<file path="src/rtl/rf_wb_arbiter_pkg.sv">
// rtl/rf_wb_arbiter_pkg.sv - shared CPU register-file widths and mul/div buffer entry type
package rf_wb_arbiter_pkg;

  localparam int RF_AW   = 5;
  localparam int RF_DW   = 32;
  localparam int RF_NREG = 1 << RF_AW;

  typedef logic [RF_AW-1:0] rf_addr_t;
  typedef logic [RF_DW-1:0] rf_data_t;

  // One buffered mul/div result; kill marks it as overwritten by a later pipeline write
  typedef struct packed {
    rf_addr_t rw;
    rf_data_t rd;
    logic     kill;
  } md_entry_t;

  localparam md_entry_t MD_ENTRY_NULL = '{rw: '0, rd: '0, kill: 1'b0};

endpackage

</file>
<file path="src/rtl/rf_wb_arbiter_if.sv">
// rtl/rf_wb_arbiter_if.sv - writeback, mul/div, hazard and RF-port signals of the arbiter
interface rf_wb_arbiter_if;
  import rf_wb_arbiter_pkg::*;

  logic     wb_we;
  rf_addr_t wb_rw;
  rf_data_t wb_rd;

  logic     md_valid;
  rf_addr_t md_rw;
  rf_data_t md_rd;
  logic     md_ready;

  logic     md_issue;
  rf_addr_t md_issue_rw;

  rf_addr_t hz_ra;
  rf_addr_t hz_rb;
  rf_addr_t hz_rw;
  logic     hazard;

  logic     wb_stall;

  logic     rf_we;
  rf_addr_t rf_rw;
  rf_data_t rf_rd;

  // Pipeline / mul-div unit side
  modport master (
    output wb_we, wb_rw, wb_rd, md_valid, md_rw, md_rd, md_issue, md_issue_rw,
           hz_ra, hz_rb, hz_rw,
    input  md_ready, hazard, wb_stall, rf_we, rf_rw, rf_rd
  );

  // Arbiter side
  modport slave (
    input  wb_we, wb_rw, wb_rd, md_valid, md_rw, md_rd, md_issue, md_issue_rw,
           hz_ra, hz_rb, hz_rw,
    output md_ready, hazard, wb_stall, rf_we, rf_rw, rf_rd
  );

endinterface

</file>
<file path="src/rtl/rf_wb_arbiter_md_fifo.sv">
// rtl/rf_wb_arbiter_md_fifo.sv - in-order mul/div result buffer with destination kill-match
module md_fifo
  import rf_wb_arbiter_pkg::*;
#(
  parameter int DEPTH = 2,
  localparam int CW = $clog2(DEPTH + 1)
) (
  input  logic          clk,
  input  logic          clr,
  input  logic          push_i,
  input  rf_addr_t      push_rw_i,
  input  rf_data_t      push_rd_i,
  input  logic          pop_i,
  input  logic          kill_i,
  input  rf_addr_t      kill_rw_i,
  output md_entry_t     head_o,
  output logic [CW-1:0] count_o
);

  localparam int PW = (DEPTH > 1) ? $clog2(DEPTH) : 1;

  md_entry_t     mem_q [DEPTH];
  logic [PW-1:0] wr_ptr_q, wr_ptr_d;
  logic [PW-1:0] rd_ptr_q, rd_ptr_d;
  logic [CW-1:0] count_q, count_d;

  function automatic logic [PW-1:0] ptr_inc(input logic [PW-1:0] p);
    return (p == PW'(DEPTH - 1)) ? '0 : p + 1'b1;
  endfunction

  // Pointer and occupancy next state; a simultaneous push and pop leave count unchanged
  always_comb begin
    wr_ptr_d = push_i ? ptr_inc(wr_ptr_q) : wr_ptr_q;
    rd_ptr_d = pop_i  ? ptr_inc(rd_ptr_q) : rd_ptr_q;
    count_d  = count_q;
    if (push_i && !pop_i) count_d = count_q + 1'b1;
    if (!push_i && pop_i) count_d = count_q - 1'b1;
  end

  // Pointer and occupancy registers
  always_ff @(posedge clk) begin
    if (!clr) begin
      wr_ptr_q <= '0;
      rd_ptr_q <= '0;
      count_q  <= '0;
    end else begin
      wr_ptr_q <= wr_ptr_d;
      rd_ptr_q <= rd_ptr_d;
      count_q  <= count_d;
    end
  end

  // Entry storage: matching entries are killed first, then the new entry lands in its (free) slot
  always_ff @(posedge clk) begin
    if (!clr) begin
      for (int i = 0; i < DEPTH; i++) mem_q[i] <= MD_ENTRY_NULL;
    end else begin
      for (int i = 0; i < DEPTH; i++) begin
        if (kill_i && (mem_q[i].rw == kill_rw_i)) mem_q[i].kill <= 1'b1;
      end
      if (push_i) mem_q[wr_ptr_q] <= '{rw: push_rw_i, rd: push_rd_i, kill: 1'b0};
    end
  end

  assign head_o  = mem_q[rd_ptr_q];
  assign count_o = count_q;

endmodule

</file>
<file path="src/rtl/rf_wb_arbiter.sv">
// rtl/rf_wb_arbiter.sv - register-file write-port arbiter between pipeline writeback and mul/div results
module rf_wb_arbiter
  import rf_wb_arbiter_pkg::*;
#(
  parameter int DEPTH        = 2,
  parameter int STARVE_LIMIT = 4
) (
  input  logic           clk,
  input  logic           clr,
  rf_wb_arbiter_if.slave bus
);

  localparam int CW  = $clog2(DEPTH + 1);
  localparam int AGW = $clog2(STARVE_LIMIT + 1);

  logic [CW-1:0]      count;
  md_entry_t          head;
  logic               head_valid;
  logic               pw_write;
  logic               drain;
  logic               head_wait;
  logic               md_ready;
  logic               push;

  logic               rf_we_q, rf_we_d;
  rf_addr_t           rf_rw_q, rf_rw_d;
  rf_data_t           rf_rd_q, rf_rd_d;
  logic               wb_stall_q, wb_stall_d;
  logic [AGW-1:0]     age_q, age_d;
  logic [RF_NREG-1:0] busy_q, busy_d;

  // A pipeline write owns the port only when it targets a real register and is not being stalled
  assign head_valid = (count != '0);
  assign pw_write   = bus.wb_we && !wb_stall_q && (bus.wb_rw != '0);
  assign drain      = head_valid && (head.kill || !pw_write);
  assign head_wait  = head_valid && !head.kill && pw_write;

  // Ready looks only at registered occupancy, so a full buffer refuses even while draining
  assign md_ready = (count < CW'(DEPTH));
  assign push     = bus.md_valid && md_ready && (bus.md_rw != '0);

  md_fifo #(.DEPTH(DEPTH)) u_md_fifo (
    .clk       (clk),
    .clr       (clr),
    .push_i    (push),
    .push_rw_i (bus.md_rw),
    .push_rd_i (bus.md_rd),
    .pop_i     (drain),
    .kill_i    (pw_write),
    .kill_rw_i (bus.wb_rw),
    .head_o    (head),
    .count_o   (count)
  );

  // RF port selection: pipeline first, then a live buffered result; r0 is never written
  always_comb begin
    rf_we_d = 1'b0;
    rf_rw_d = '0;
    rf_rd_d = '0;
    if (pw_write) begin
      rf_we_d = 1'b1;
      rf_rw_d = bus.wb_rw;
      rf_rd_d = bus.wb_rd;
    end else if (drain && !head.kill && (head.rw != '0)) begin
      rf_we_d = 1'b1;
      rf_rw_d = head.rw;
      rf_rd_d = head.rd;
    end
  end

  // Starvation guard: after STARVE_LIMIT blocked cycles the pipeline is held for one cycle
  always_comb begin
    age_d      = '0;
    wb_stall_d = 1'b0;
    if (head_wait) begin
      if (age_q == AGW'(STARVE_LIMIT - 1)) begin
        wb_stall_d = 1'b1;
      end else begin
        age_d = age_q + 1'b1;
      end
    end
  end

  // Busy scoreboard: clear on drain before set on issue, so a same-cycle hit stays busy
  always_comb begin
    busy_d = busy_q;
    if (drain) busy_d[head.rw] = 1'b0;
    if (bus.md_issue) busy_d[bus.md_issue_rw] = 1'b1;
    busy_d[0] = 1'b0;
  end

  // Arbiter state registers
  always_ff @(posedge clk) begin
    if (!clr) begin
      rf_we_q    <= 1'b0;
      rf_rw_q    <= '0;
      rf_rd_q    <= '0;
      wb_stall_q <= 1'b0;
      age_q      <= '0;
      busy_q     <= '0;
    end else begin
      rf_we_q    <= rf_we_d;
      rf_rw_q    <= rf_rw_d;
      rf_rd_q    <= rf_rd_d;
      wb_stall_q <= wb_stall_d;
      age_q      <= age_d;
      busy_q     <= busy_d;
    end
  end

  assign bus.md_ready = md_ready;
  assign bus.wb_stall = wb_stall_q;
  assign bus.rf_we    = rf_we_q;
  assign bus.rf_rw    = rf_rw_q;
  assign bus.rf_rd    = rf_rd_q;
  assign bus.hazard   = busy_q[bus.hz_ra] | busy_q[bus.hz_rb] | busy_q[bus.hz_rw];

endmodule
</file>
<file path="src/flat_wrapper.sv">
// flat-port wrapper written by rule: the top's interface ports become plain ports
module rf_wb_arbiter_flat import rf_wb_arbiter_pkg::*;
#(
  parameter int DEPTH        = 2,
  parameter int STARVE_LIMIT = 4
)
  (clk, clr, bus_wb_we, bus_wb_rw, bus_wb_rd, bus_md_valid, bus_md_rw, bus_md_rd, bus_md_issue, bus_md_issue_rw, bus_hz_ra, bus_hz_rb, bus_hz_rw, bus_md_ready, bus_hazard, bus_wb_stall, bus_rf_we, bus_rf_rw, bus_rf_rd);
  rf_wb_arbiter_if bus_i ();
  input  logic clk;
  input  logic clr;
  input wire logic [$bits(bus_i.wb_we)-1:0] bus_wb_we;
  input wire logic [$bits(bus_i.wb_rw)-1:0] bus_wb_rw;
  input wire logic [$bits(bus_i.wb_rd)-1:0] bus_wb_rd;
  input wire logic [$bits(bus_i.md_valid)-1:0] bus_md_valid;
  input wire logic [$bits(bus_i.md_rw)-1:0] bus_md_rw;
  input wire logic [$bits(bus_i.md_rd)-1:0] bus_md_rd;
  input wire logic [$bits(bus_i.md_issue)-1:0] bus_md_issue;
  input wire logic [$bits(bus_i.md_issue_rw)-1:0] bus_md_issue_rw;
  input wire logic [$bits(bus_i.hz_ra)-1:0] bus_hz_ra;
  input wire logic [$bits(bus_i.hz_rb)-1:0] bus_hz_rb;
  input wire logic [$bits(bus_i.hz_rw)-1:0] bus_hz_rw;
  output wire logic [$bits(bus_i.md_ready)-1:0] bus_md_ready;
  output wire logic [$bits(bus_i.hazard)-1:0] bus_hazard;
  output wire logic [$bits(bus_i.wb_stall)-1:0] bus_wb_stall;
  output wire logic [$bits(bus_i.rf_we)-1:0] bus_rf_we;
  output wire logic [$bits(bus_i.rf_rw)-1:0] bus_rf_rw;
  output wire logic [$bits(bus_i.rf_rd)-1:0] bus_rf_rd;
  assign bus_i.wb_we = bus_wb_we;
  assign bus_i.wb_rw = bus_wb_rw;
  assign bus_i.wb_rd = bus_wb_rd;
  assign bus_i.md_valid = bus_md_valid;
  assign bus_i.md_rw = bus_md_rw;
  assign bus_i.md_rd = bus_md_rd;
  assign bus_i.md_issue = bus_md_issue;
  assign bus_i.md_issue_rw = bus_md_issue_rw;
  assign bus_i.hz_ra = bus_hz_ra;
  assign bus_i.hz_rb = bus_hz_rb;
  assign bus_i.hz_rw = bus_hz_rw;
  assign bus_md_ready = bus_i.md_ready;
  assign bus_hazard = bus_i.hazard;
  assign bus_wb_stall = bus_i.wb_stall;
  assign bus_rf_we = bus_i.rf_we;
  assign bus_rf_rw = bus_i.rf_rw;
  assign bus_rf_rd = bus_i.rf_rd;
  rf_wb_arbiter #(.DEPTH(DEPTH), .STARVE_LIMIT(STARVE_LIMIT)) u_core (.clk(clk), .clr(clr), .bus(bus_i));
endmodule
</file>
<file path="config.mk">
export PLATFORM = sky130hd
export DESIGN_NAME = rf_wb_arbiter_flat
export DESIGN_NICKNAME = d
export VERILOG_FILES = /design/src/rtl/rf_wb_arbiter_pkg.sv /design/src/rtl/rf_wb_arbiter_if.sv /design/src/rtl/rf_wb_arbiter_md_fifo.sv /design/src/rtl/rf_wb_arbiter.sv /design/src/flat_wrapper.sv
export SDC_FILE = /design/constraint.sdc
export NUM_CORES = 1
export LEC_CHECK = 0
export ABC_AREA = 1
export CAP_MARGIN = 20
export CORE_UTILIZATION = 50
export DETAILED_ROUTE_END_ITERATION = 7
export PLACE_DENSITY = 0.74
export SETUP_SLACK_MARGIN = 0.3
export SYNTH_ARGS = -nofsm -noshare
export SYNTH_HDL_FRONTEND = slang
export SYNTH_HIERARCHICAL = 1
export SYNTH_SLANG_ARGS = --single-unit
</file>
<file path="constraint.sdc">
create_clock -name clk -period 8.6 [get_ports clk]
set_clock_uncertainty 0.2 [all_clocks]
set_input_delay 1.72 -clock clk [delete_from_list [all_inputs] [get_ports clk]]
set_output_delay 1.72 -clock clk [all_outputs]
set_load 0.005 [all_outputs]
</file>
# Word level (Yosys, flattened, before mapping)
# Memory sizes are Yosys's and may differ from the RTL's. A register that Yosys moved wholly into a read port is not among the register bits.
# Cells that the tools add are included.
dict set report classes {
  addsub 5
  order_cmp 8
  eq_ne 3
  mux 37
  bitwise_logic 9
  n_reduce_logical 28
}
# operator n
set ops {}
lappend ops {{$mux W32} 4}
lappend ops {{$and A32 B32 Y32} 1}
lappend ops {{$not A32 Y32} 1}
lappend ops {{$or A32 B32 Y32} 1}
lappend ops {{$lt A5 B6 Y1 const B} 5}
lappend ops {{$mux W1} 24}
lappend ops {{$bmux W1 S5} 3}
lappend ops {{$logic_and A1 B1 Y1} 15}
lappend ops {{$reduce_bool A5 Y1} 3}
lappend ops {{$demux W1 S5} 2}
lappend ops {{$eq A5 B5 Y1} 2}
lappend ops {{$ge A5 B1 Y1 const B} 2}
lappend ops {{$mux W5} 2}
lappend ops {{$logic_not A1 Y1} 5}
lappend ops {{$mux W2} 2}
lappend ops {{$or A1 B1 Y1} 4}
lappend ops {{$reduce_bool A2 Y1} 2}
lappend ops {{$add A3 B1 Y3 const B} 1}
lappend ops {{$eq A3 B2 Y1 const B} 1}
lappend ops {{$reduce_or A3 Y1} 1}
lappend ops {{$add A1 B1 Y1 const B} 2}
lappend ops {{$add A2 B1 Y2 const B} 1}
lappend ops {{$lt A2 B2 Y1 const B} 1}
lappend ops {{$not A1 Y1} 2}
lappend ops {{3 further kinds} 3}
dict set report word_totals {
  regBits 78
  ram_bits 76
  in_bits 99
  word_cells 101
  mem_count 1
}
# name words width read_ports rd_clocked_by_memory_dff write_ports line_no
set memory_table {}
lappend memory_table {u_core.u_md_fifo.mem_q 2 38 3 1 3 rf_wb_arbiter_md_fifo.sv:22} ;# md_entry_t mem_q [DEPTH];

# Longest topological paths before layout
dict set report depth {
  depth_word 10
  mapped_depth 15
  ltp_nobuf 13
}

# Modules after synthesis
# The synthesis kept the hierarchy.
# module n_inst cells_each area_each_um2 seq_area_each_um2
set by_module_without_submodules {}
lappend by_module_without_submodules {rf_wb_arbiter 1 632 4090.2 1461.4}
lappend by_module_without_submodules {md_fifo 1 330 3682.3 2362.3}

# Least setup slack after synthesis
# No wires, ideal clock.
dict set report synth_timing {
  path_kind {input to output}
  startpoint {in bus_hz_rb[0]}
  endpoint {out bus_hazard}
  arrival_time_ps 2592
  t_required_ps 6680
  slack_ps 4088
  cell_stages 11
  cell_sequence {buf_2 inv_1 buf_4 nand2_1 nand3_1 nand3_1 nand2_1 nand2_1 nand3_1 nand2_1 nand3_1}
}
dict set report synth_between {
  elab_chain_cells 4
}
# item line_no
set synth_rtl {}
lappend synth_rtl {{start, declared} flat_wrapper.sv:20} ;# input wire logic [$bits(bus_i.hz_rb)-1:0] bus_hz_rb;
lappend synth_rtl {{$bmux W1 S5} rf_wb_arbiter.sv:116} ;# assign bus.hazard = busy_q[bus.hz_ra] | busy_q[bus.hz_rb] | busy_q[bus.hz_rw];
lappend synth_rtl {{$mux W1 (implied by the code)} rf_wb_arbiter.sv:116}
lappend synth_rtl {{$or A1 B1 Y1 (2 in series)} rf_wb_arbiter.sv:116}
lappend synth_rtl {{end, declared} flat_wrapper.sv:23} ;# output wire logic [$bits(bus_i.hazard)-1:0] bus_hazard;
# No other way between the ends. The select of a mux whose other input is x is not followed.

# Final worst setup path
dict set report layout_timing {
  startpoint {in bus_hz_ra[0]}
  endpoint {out bus_hazard}
}
dict set report layout_between {
  elab_chain_cells 4
}
# item line_no
set layout_rtl {}
lappend layout_rtl {{start, declared} flat_wrapper.sv:19} ;# input wire logic [$bits(bus_i.hz_ra)-1:0] bus_hz_ra;
lappend layout_rtl {{$bmux W1 S5} rf_wb_arbiter.sv:116}
lappend layout_rtl {{$mux W1 (implied by the code)} rf_wb_arbiter.sv:116}
lappend layout_rtl {{$or A1 B1 Y1 (2 in series)} rf_wb_arbiter.sv:116}
# No other way between the ends. The select of a mux whose other input is x is not followed.

==> results_dict.tcl <==
set metrics [dict create \
    p_leak_nw 4.05 \
    first_pass_iters 5 \
    postSynth.asyncResetShare_pct 0 \
    viasPerCell 5.21 \
    crit_path_top_delay_cell "clkdlybuf4s50_1" \
    syn_area_per_cell_sq_um 8.08 \
    ys.warnings.count 6 \
    finalNonFillerCells 1282 \
    dpl_cell_area_sq_mm 0.00917 \
    synth_cell_types 30 \
    ys_seq_elements 154 \
    synth_edf_count 74 \
    portBuffers 139 \
    gp_congestion 0.912 \
    die_h_um 127 \
    cts_tree "done" \
    crit_path_end_kind "primary output" \
    rows 45 \
    setup.worst_path.start_class "input pin" \
    netlist.area_leader.share_pct 28.6 \
    critPathRequiredTime_ns 6.68 \
    ys_top_cells_by_area "edfxtp_1 29%, dfxtp_1 21%, nand2_1 11%" \
    yosys.area.top_type "edfxtp_1" \
    nets 1183 \
    h-tree-depth 4 \
    syn-num-nets 1064 \
    drc 0 \
    worstPathCellList "clkdlybuf4s50_1 -> inv_1 -> nand2_1 -> nand3_1 -> nand3_1 -> nand3_1 -> nand3_1 -> nand2_1 -> nand3_1 -> clkdlybuf4s50_1" \
    fin_crit_sh_pct 69.7 \
    detailedPlace.worstSlack_ns 2.64 \
    finalMaxSlewViolations 0 \
    seq_area_frac_synth_pct 49.2 \
    clkLatencyLatePin_ns 0.42 \
    overflow 0 \
    ant_nets 0 \
    cts_resized 0 \
    layout-drive-gt1-share_pct 9.69 \
    synthTopCellsByCount "225 x nand2_1, 141 x nor2_1, 117 x nand3_1, 111 x inv_1, 80 x dfxtp_1" \
    crit_buf_inv 3 \
    fp.dieW_um 127 \
    finalCriticalPeriod_ns 5.99 \
    min_path_type "flop to flop" \
    cpPeakStageDelay_ns 0.82 \
    area_growth_syn_to_layout_pct 25.9 \
    setup_slack_ns 2.61 \
    netlist_instances 962 \
    die_area_sq_mm 0.0160 \
    design.core.area_sq_mm 0.0152 \
    cts_buffer_depth 2 \
    utilization_pct 64.3 \
    ios 140 \
    drv_cap 0 \
    hold_viol 0 \
    cts_root_buffer "clkbuf_16" \
    grt_pass1_wl_mm 31.2 \
    grt_usage_pct 25.0 \
    dp.cells 1250 \
    crit_arrival_ns 4.07 \
    powerDensity_mw_per_mm2 214 \
    hold_buffers 0 \
    clock.fmax_mhz 167 \
    antenna_cells 0 \
    grt_pass1_vias 6257 \
    vdd_drop_max_v 0.000140 \
    synth-main-ff-cell "dfxtp_1" \
    antenna_found_initial 0 \
    initial_core_util_pct 51.1 \
    cp_top_family "buffers and inverters" \
    finalSetupViolCount 0 \
    critPathMaxFanout 17 \
    path_common_cell "nand3_1" \
    final_area_sq_mm 0.00978 \
    slew_headroom_pct 32.0 \
    cts_sinks 154 \
    tightest_slew_ns 1.02 \
    yosysMostFrequentCell "nand2_1" \
    cts_setup_buffers 0 \
    drt_iter0_drc 563 \
    rsz0062_at_grt "false" \
    dp_hpwl_mm 13.0 \
    grt_start_max_net_pins 45 \
    post_drt_wl_per_cell_um 15.1 \
    via_count 6676 \
    cts_buffers 17 \
    status "completed" \
    path_clk_slew_ns 0.06 \
    synth_area_sq_mm 0.00777 \
    tns_ns 0 \
    drt_wl_total_mm 19.4 \
    crit_type "input pin to primary output" \
]
[per-stage QoR]
stage	hold WS (ns)	power (mW)
5_1_grt	0.253	2.19
4_1_cts	0.226	2.10
3_3_place_gp	0.212	1.34
3_5_place_dp	0.211	1.35
6_report	0.224	2.09
2_1_floorplan	0.199	1.19
[sequential cells by signal, indices dropped and copies added (netlist names), named ones only]
signal,count
u_core/u_md_fifo/wr_ptr_q,1
u_core/bus.rf_rd,32
u_core/busy_q,31
u_core/bus.wb_stall,1
u_core/bus.rf_rw,5
u_core/u_md_fifo/count_o,2
u_core/age_q,3
u_core/u_md_fifo/rd_ptr_q,1
u_core/u_md_fifo/mem_q,76
u_core/bus.rf_we,1
[final cells by class]
| type | count | area, sq um |
|---|---|---|
| Clock inverter | 13 | 155 |
| Fill cell | 1318 | 5420 |
| Timing Repair Buffer | 141 | 1410 |
| Inverter | 114 | 428 |
| Clock buffer | 19 | 453 |
| Tap cell | 188 | 235 |
| Multi-Input combinational cell | 653 | 3280 |
| Sequential cell | 154 | 3820 |
[worst register-to-register path: stages, from the launching register on]
cell	delay [ns]
dfxtp_2	0.98
o21ai_0	0.51
inv_1	0.24
nand2_2	0.36
nand2_1	0.16
inv_1	0.08
ha_1	0.30
nor2_1	0.11
nand2_1	0.06
o21ai_0	0.15
a21oi_1	0.06
[report_power, final]
group / leakage [nW] / internal (mW) / switching, mW
clock: 0.295 / 0.451 / 0.309
sequential: 1.43 / 0.848 / 0.0478
combinational: 2.33 / 0.188 / 0.246
[metal layers]
metal  vias up  share of wire [%]  track usage, %
met1      3072                 44            33.4
met2       239                 47            41.4
met4         0                1.2            7.42
li1       3343                  -               -
met3        22                6.8            4.68
met5         -                  0               0
[cell usage in the layout, fill, tap and decap left out, types with 2 or more instances in the layout]
cell,instances
o211ai_1,4
a21oi_1,36
nor3_1,10
nand2_2,6
nand2_1,222
clkinvlp_4,2
inv_6,4
ha_1,3
inv_2,3
buf_4,2
nor2_1,141
clkbuf_8,2
nand3_1,116
dfxtp_1,79
edfxtp_1,74
mux2_2,32
inv_8,2
clkdlybuf4s50_1,139
nor2_2,29
bufinv_16,2
clkinv_4,2
o31ai_1,3
o21ai_0,10
clkbuf_16,17
nand4_1,2
mux2i_1,32
inv_1,111
[cell families after synthesis]
| logic type | count (synthesis) | share of synthesized area (%) |
|---|---|---|
| buffers and inverters | 155 | 8.77 |
| DFF | 154 | 49.2 |
| and+or+nand+nor | 530 | 28.8 |
| muxes | 64 | 8.76 |
| AOI/OAI and AO/OA | 56 | 3.94 |
| adders and majority gates | 3 | 0.483 |
[path summary, 6_finish.rpt]
check,start,end,slack (ns),depth (start not counted)
setup / recovery,bus_hz_ra[0],bus_hazard,2.61,10
hold / removal,u_core/age_q[0],u_core/age_q[0],0.22,1
setup reg to reg,flop,u_core/u_md_fifo/count_o[1],5.28,10
hold reg to reg,u_core/age_q[0],u_core/age_q[0],0.22,1
Note: power is estimated with default switching activity, not from simulation.
